==> config.mk <==
export PLATFORM = sky130hd
export DESIGN_NAME = serial_adder_flat
export DESIGN_NICKNAME = d
export VERILOG_FILES = /design/src/rtl/serial_arith_pkg.sv /design/src/rtl/serial_adder_if.sv /design/src/rtl/full_adder_cell.sv /design/src/rtl/serial_adder.sv /design/src/flat_wrapper.sv
export SDC_FILE = /design/constraint.sdc
export NUM_CORES = 1
export LEC_CHECK = 0
export BUFFER_PORTS_ARGS = -buffer_cell sky130_fd_sc_hd__buf_2
export CORE_MARGIN = 1
export CORE_UTILIZATION = 57
export CTS_BUF_LIST = sky130_fd_sc_hd__clkbuf_16
export DETAILED_ROUTE_END_ITERATION = 16
export PLACE_DENSITY = 0.86
export REMOVE_ABC_BUFFERS = 1
export SKIP_CTS_REPAIR_TIMING = 1
export SYNTH_ARGS = -nofsm -noshare
export SYNTH_HDL_FRONTEND = slang
export SYNTH_SLANG_ARGS = --single-unit
==> constraint.sdc <==
create_clock -name clk -period 3.9 [get_ports clk]
set_clock_uncertainty 0.15 [all_clocks]
set_input_delay 0.195 -clock clk [delete_from_list [all_inputs] [get_ports clk]]
set_output_delay 0.195 -clock clk [all_outputs]
set_load 0.05 [all_outputs]
==> src/rtl/serial_arith_pkg.sv <==
// ============================================================================
//  Module      : serial_arith_pkg
//  Description : Shared state encodings and sizing helpers for bit-serial
//                arithmetic blocks (serial adder, future serial subtracter).
//  Revision    : 1.0  initial release
// ============================================================================
`default_nettype none

package serial_arith_pkg;

    // Raw encodings; the unused code 2'd3 is decoded as IDLE by consumers.
    localparam logic [1:0] C_ST_IDLE = 2'd0;
    localparam logic [1:0] C_ST_RUN  = 2'd1;
    localparam logic [1:0] C_ST_DONE = 2'd2;

    typedef enum logic [1:0] {
        S_IDLE = C_ST_IDLE,
        S_RUN  = C_ST_RUN,
        S_DONE = C_ST_DONE
    } state_t;

    // Width of a bit counter that must be able to hold the value n.
    function automatic int cnt_width(input int n);
        return (n < 1) ? 1 : $clog2(n + 1);
    endfunction

endpackage

`default_nettype wire

==> src/rtl/serial_adder_if.sv <==
// ============================================================================
//  Module      : serial_adder_if
//  Description : Start/done handshake and operand/result bus of the serial
//                adder. The master issues operations, the slave computes.
//  Revision    : 1.0  initial release
// ============================================================================
`default_nettype none

interface serial_adder_if #(
    parameter int N = 8
);
    logic         start;
    logic [N-1:0] a;
    logic [N-1:0] b;
    logic         ci;
    logic         busy;
    logic         done;
    logic [N-1:0] sum;
    logic         co;

    modport master (
        output start, a, b, ci,
        input  busy, done, sum, co
    );

    modport slave (
        input  start, a, b, ci,
        output busy, done, sum, co
    );
endinterface

`default_nettype wire

==> src/rtl/full_adder_cell.sv <==
// ============================================================================
//  Module      : full_adder_cell
//  Description : Single-bit combinational full adder.
//  Revision    : 1.0  initial release
// ============================================================================
`default_nettype none

module full_adder_cell (
    input  wire logic x,
    input  wire logic y,
    input  wire logic c,
    output logic      s,
    output logic      cout
);
    logic w_p;

    // Propagate term shared by the sum and the carry.
    assign w_p  = x ^ y;
    assign s    = w_p ^ c;
    assign cout = (x & y) | (c & w_p);
endmodule

`default_nettype wire

==> src/rtl/serial_adder.sv <==
// ============================================================================
//  Module      : serial_adder
//  Description : Bit-serial N-bit adder, LSB first, one full-adder cell,
//                N cycles per operation, registered sum and carry-out.
//  Revision    : 1.0  initial release
// ============================================================================
`default_nettype none

module serial_adder
    import serial_arith_pkg::*;
#(
    parameter int N = 8
) (
    input  wire logic      clk,
    input  wire logic      rst,
    serial_adder_if.slave  bus
);
    localparam int CW = cnt_width(N);

    state_t          r_state;
    state_t          w_next;
    logic [N-1:0]    r_a;
    logic [N-1:0]    r_b;
    logic [N-1:0]    r_res;
    logic [N-1:0]    w_res_next;
    logic [N-1:0]    r_sum;
    logic            r_co;
    logic            r_carry;
    logic [CW-1:0]   r_cnt;
    logic            w_load;
    logic            w_step;
    logic            w_last;
    logic            w_s;
    logic            w_cout;

    assign w_last = (r_cnt == CW'(N - 1));

    // The single adder cell consumes the current LSBs and the carry flop.
    full_adder_cell u_fa (
        .x    (r_a[0]),
        .y    (r_b[0]),
        .c    (r_carry),
        .s    (w_s),
        .cout (w_cout)
    );

    // New sum bit enters at the MSB; after N steps the register is complete.
    generate
        if (N == 1) begin : g_res_one
            assign w_res_next = w_s;
        end else begin : g_res_multi
            logic w_unused_lsb;
            assign w_unused_lsb = r_res[0];
            assign w_res_next   = {w_s, r_res[N-1:1]};
        end
    endgenerate

    // State register.
    always_ff @(posedge clk) begin
        if (rst) begin
            r_state <= S_IDLE;
        end else begin
            r_state <= w_next;
        end
    end

    // Next-state and datapath control; start is only honoured when not busy.
    always_comb begin
        w_next = S_IDLE;
        w_load = 1'b0;
        w_step = 1'b0;
        case (r_state)
            S_RUN: begin
                w_step = 1'b1;
                w_next = w_last ? S_DONE : S_RUN;
            end
            // IDLE, DONE and the unused encoding all accept a new start.
            default: begin
                if (bus.start) begin
                    w_load = 1'b1;
                    w_next = S_RUN;
                end
            end
        endcase
    end

    // Operand capture, bit-serial shifting and completion-edge result load.
    always_ff @(posedge clk) begin
        if (rst) begin
            r_a     <= '0;
            r_b     <= '0;
            r_res   <= '0;
            r_carry <= 1'b0;
            r_cnt   <= '0;
            r_sum   <= '0;
            r_co    <= 1'b0;
        end else if (w_load) begin
            r_a     <= bus.a;
            r_b     <= bus.b;
            r_carry <= bus.ci;
            r_res   <= '0;
            r_cnt   <= '0;
        end else if (w_step) begin
            r_a     <= r_a >> 1;
            r_b     <= r_b >> 1;
            r_carry <= w_cout;
            r_res   <= w_res_next;
            r_cnt   <= r_cnt + CW'(1);
            if (w_last) begin
                r_sum <= w_res_next;
                r_co  <= w_cout;
            end
        end
    end

    assign bus.busy = (r_state == S_RUN);
    assign bus.done = (r_state == S_DONE);
    assign bus.sum  = r_sum;
    assign bus.co   = r_co;
endmodule

`default_nettype wire

==> src/flat_wrapper.sv <==
// flat-port wrapper written by rule: the top's interface ports become plain ports
module serial_adder_flat import serial_arith_pkg::*;
#(
    parameter int N = 8
)
  (clk, rst, bus_start, bus_a, bus_b, bus_ci, bus_busy, bus_done, bus_sum, bus_co);
  serial_adder_if #(.N(N)) bus_i ();
  input  wire logic clk;
  input  wire logic rst;
  input wire logic [$bits(bus_i.start)-1:0] bus_start;
  input wire logic [$bits(bus_i.a)-1:0] bus_a;
  input wire logic [$bits(bus_i.b)-1:0] bus_b;
  input wire logic [$bits(bus_i.ci)-1:0] bus_ci;
  output wire logic [$bits(bus_i.busy)-1:0] bus_busy;
  output wire logic [$bits(bus_i.done)-1:0] bus_done;
  output wire logic [$bits(bus_i.sum)-1:0] bus_sum;
  output wire logic [$bits(bus_i.co)-1:0] bus_co;
  assign bus_i.start = bus_start;
  assign bus_i.a = bus_a;
  assign bus_i.b = bus_b;
  assign bus_i.ci = bus_ci;
  assign bus_busy = bus_i.busy;
  assign bus_done = bus_i.done;
  assign bus_sum = bus_i.sum;
  assign bus_co = bus_i.co;
  serial_adder #(.N(N)) u_core (.clk(clk), .rst(rst), .bus(bus_i));
endmodule
==> flow_summary_export.csv <==
group,metric,value,unit
clock_network,clkSinkCount,39,
layout,multi_input_comb_area,702,µm²
clock_network,cts_tree,"yes",
timing,finalSetupTns,0,ps
pwr,p_sw_share,21.3,%
min_path,holdPathStages,3,
yosys,syn_area,1540,µm²
pwr,leakagePower,0.805,nW
pwr,switchingPower,0.201,mW
yosys,ys_seq_area_share,50.7,%
setup_path,r2r-end,"u_core.bus.sum[7]",
clock_network,path_clk_slew,60,ps
yosys,synth_area_leaders,"dfxtp_1, mux2i_1, a211oi_1",
pwr,p_int,0.744,mW
grt,track_usage,24.1,%
yosys,synth-compound-area-share,18.0,%
clock_network,clock_latency,280,ps
drt,initialDrtViolationCount,23,
clock_network,cts_buffers,5,
grt,grt_antenna_before_repair,0,
drt,vias,1201,
grt,first_global_vias,1173,
floorplanning,io_pins,31,
timing,grt_setup_unrepaired,"false",
grt,overflow,0,
setup_path,ff2ff_path_depth,4,
pwr,p_comb_share,7.8,%
timing,setup-violations-final,0,
timing,hold_violations,0,
setup_path,cp.required,3560,ps
drt,final_antenna_net_count,0,
clock_network,htree_levels,2,
yosys,yosysTopAreaCell,"dfxtp_1",
setup_path,endpoint,"bus_busy",
pwr,p_clk_share,47.0,%
placed_design,gp_congestion,0.745,
layout,regArea,781,µm²
clock_network,clock-root-buffer,"clkbuf_16",
timing,hold_ws,71.1,ps
yosys,yosys.area_share.simple,13.3,%
timing,min_period,2250,ps
floorplanning,die_area,2910,µm²
outcome,outcome,"finished, final reports clean",
yosys,yosys_warnings,0,
run,maxCapViolCount,0,
timing,timing.fmax,0.445,GHz
drt,routedWlPerCell,14.6,µm
layout,antennaDiodeCount,0,
yosys,yosys_register_bits,39,
setup_path,crit_fanout,40,
drt,vias_per_cell,5.75,
setup_path,endpoint_kind,"primary output",
floorplanning,rows,18,
setup_path,criticalPathCategory,"flip-flop to primary output",
yosys,synth_top_area_share,50.7,%
floorplanning,fp.coreArea,2520,µm²
pwr,pwr-share-seq,45.2,%
timing,report.final.slew_viol_count,0,
setup_path,rrSetupSlack,1820,ps
layout,syn_to_final_growth,19.4,%
timing,max_slew_margin,51.1,%
clock_network,clockBufferDepth,2,
setup_path,crit_arrival,1900,ps
layout,drive_gt1_share,23.5,%
yosys,synthMuxAreaShare,11.1,%
yosys,syn-instance-count,151,
drt,dr.pass1.iters,4,
timing,period_share,57.6,%
yosys,synth_top_family_by_area,"compound AO/OA/AOI/OAI gates",
min_path,min_path_type,"primary input to flip-flop",
floorplanning,die_height,54.0,µm
grt,grt_pass1_wl,4930,µm
yosys,yosys.cell_types.count,28,
timing,worst_pin_slew,733,ps
placed_design,place_hpwl,2050,µm
floorplanning,start_util,61.0,%
setup_path,crit_path_start_kind,"flip-flop",
floorplanning,die_w,54.0,µm
grt,grt_max_degree,41,
layout,fillers,190,
pwr,peakVddDrop,517,µV
yosys,synthXorXnorAreaFrac,1.14,%
placed_design,portBuffers,30,
setup_path,cp-startpoint,"u_core.r_state[1]",
yosys,synthAdderAreaFrac,2.11,%
setup_path,rr_startpoint,"u_core.r_state[1]",
yosys,synth.avg_cell_area,10.2,µm²
pwr,p_per_area,514,nW/µm²
drt,drt-total-wl,3040,µm
layout,layout.nets,200,
drt,drcViolationCount,0,
-- how the worst min path moves through the flow --
stage                                  from                end  slack [ps]
after global routing               bus_a[7]      u_core.r_a[7]         110
after floorplan                         rst      u_core.r_a[0]         120
after global placement      u_core.r_res[1]    u_core.r_res[1]         300
after detailed placement  u_core.bus.sum[5]  u_core.bus.sum[5]         310
final                              bus_a[7]      u_core.r_a[7]          70
after CTS                          bus_a[7]      u_core.r_a[7]          70
-- flip-flops by register name, summed over array words and instances, names as in the netlist --
signal,cells
u_core.bus.sum,8
u_core.r_a,8
u_core.r_b,8
u_core.r_res,7
u_core.r_cnt,4
u_core.r_state,2
u_core.bus.co,1
u_core.r_carry,1
-- stage by stage --
step | power, mW | util [%] | instance area [µm²] | setup slack (ps) | cells
2_1_floorplan | 0.479 | - | 1490 | 2020 | 141
3_3_place_gp | 0.504 | 66.4 | 1670 | 2000 | 201
3_5_place_dp | 0.508 | 66.4 | 1670 | 1890 | 201
4_1_cts | 0.952 | 72.9 | 1840 | 1670 | 209
5_1_grt | 0.980 | 72.9 | 1840 | 1540 | 209
6_report | 0.945 | 72.9 | 1840 | 1650 | 209
-- power by group through the flow --
| stage | Combinational (mW) | Clock, mW | Sequential, mW |
|---|---|---|---|
| 3_3_place_gp | 0.0695 | 0 | 0.434 |
| 5_1_grt | 0.0815 | 0.470 | 0.429 |
| 2_1_floorplan | 0.0468 | 0 | 0.432 |
| 6_report | 0.0741 | 0.444 | 0.427 |
| 4_1_cts | 0.0739 | 0.451 | 0.427 |
| 3_5_place_dp | 0.0734 | 0 | 0.435 |
-- layer usage --
metal | vias to the layer above | share of wire (%) | GRT usage [%]
met1 | 570 | 43 | 26.1
li1 | 591 | - | -
met3 | 6 | 4.8 | 7.91
met5 | - | 0 | 0
met4 | 0 | 1.2 | 6.58
met2 | 34 | 51 | 44.2
-- Yosys cell counts, drive strengths merged --
| cell | n |
|---|---|
| mux2i | 17 |
| a31oi | 1 |
| a211oi | 15 |
| dfxtp | 39 |
| nor2 | 17 |
| nand2b | 1 |
| nor3b | 1 |
| a22o | 9 |
| and2b | 1 |
| ha | 1 |
| or3 | 1 |
| nor2b | 1 |
| nor3 | 2 |
| o21a | 1 |
| fa | 1 |
| a21o | 1 |
| clkbuf | 1 |
| o21ai | 1 |
| a21oi | 9 |
| nand3b | 2 |
| inv | 1 |
| xnor2 | 1 |
| xor2 | 1 |
| nand2 | 17 |
| buf | 9 |
-- cells by family after synthesis --
family,after synthesis
AO/OA/AOI/OAI,37
multiplexers,17
XOR/XNOR,2
AND/OR/NAND/NOR,43
adder cells (fa/ha/maj),2
buffers and inverters,11
flip-flops,39
-- worst max-delay path, cell delays in order, from the launching register on --
cell	delay [ps]
dfxtp_1	330
nand2b_2	530
inv_2	420
buf_2	330
-- placed cells by master, fill, tap and decap left out --
cell type	n
nor2_1	17
ha_1	1
a21oi_1	9
nand2b_2	1
nor3b_4	1
nor2b_1	1
clkinv_2	1
and2b_1	1
xor2_1	1
a22o_1	9
o21a_1	1
bufinv_16	1
buf_2	30
nand3b_2	1
mux2i_1	17
nand2_1	17
a211oi_1	15
nand3b_1	1
clkinv_1	1
fa_1	1
a31oi_4	1
xnor2_1	1
o21ai_0	1
dfxtp_1	39
inv_2	1
nor3_1	2
or3_1	1
a21o_1	1
clkbuf_16	5
-- final cells by class --
cell class | instances | area share (%)
Sequential cell | 39 | 42.5
Clock inverter | 3 | 2.11
Clock buffer | 5 | 6.81
Tap cell | 30 | 2.04
Timing Repair Buffer | 30 | 8.17
Multi-Input combinational cell | 101 | 38.2
Inverter | 1 | 0.204
Power figures use the tool's default switching activity.
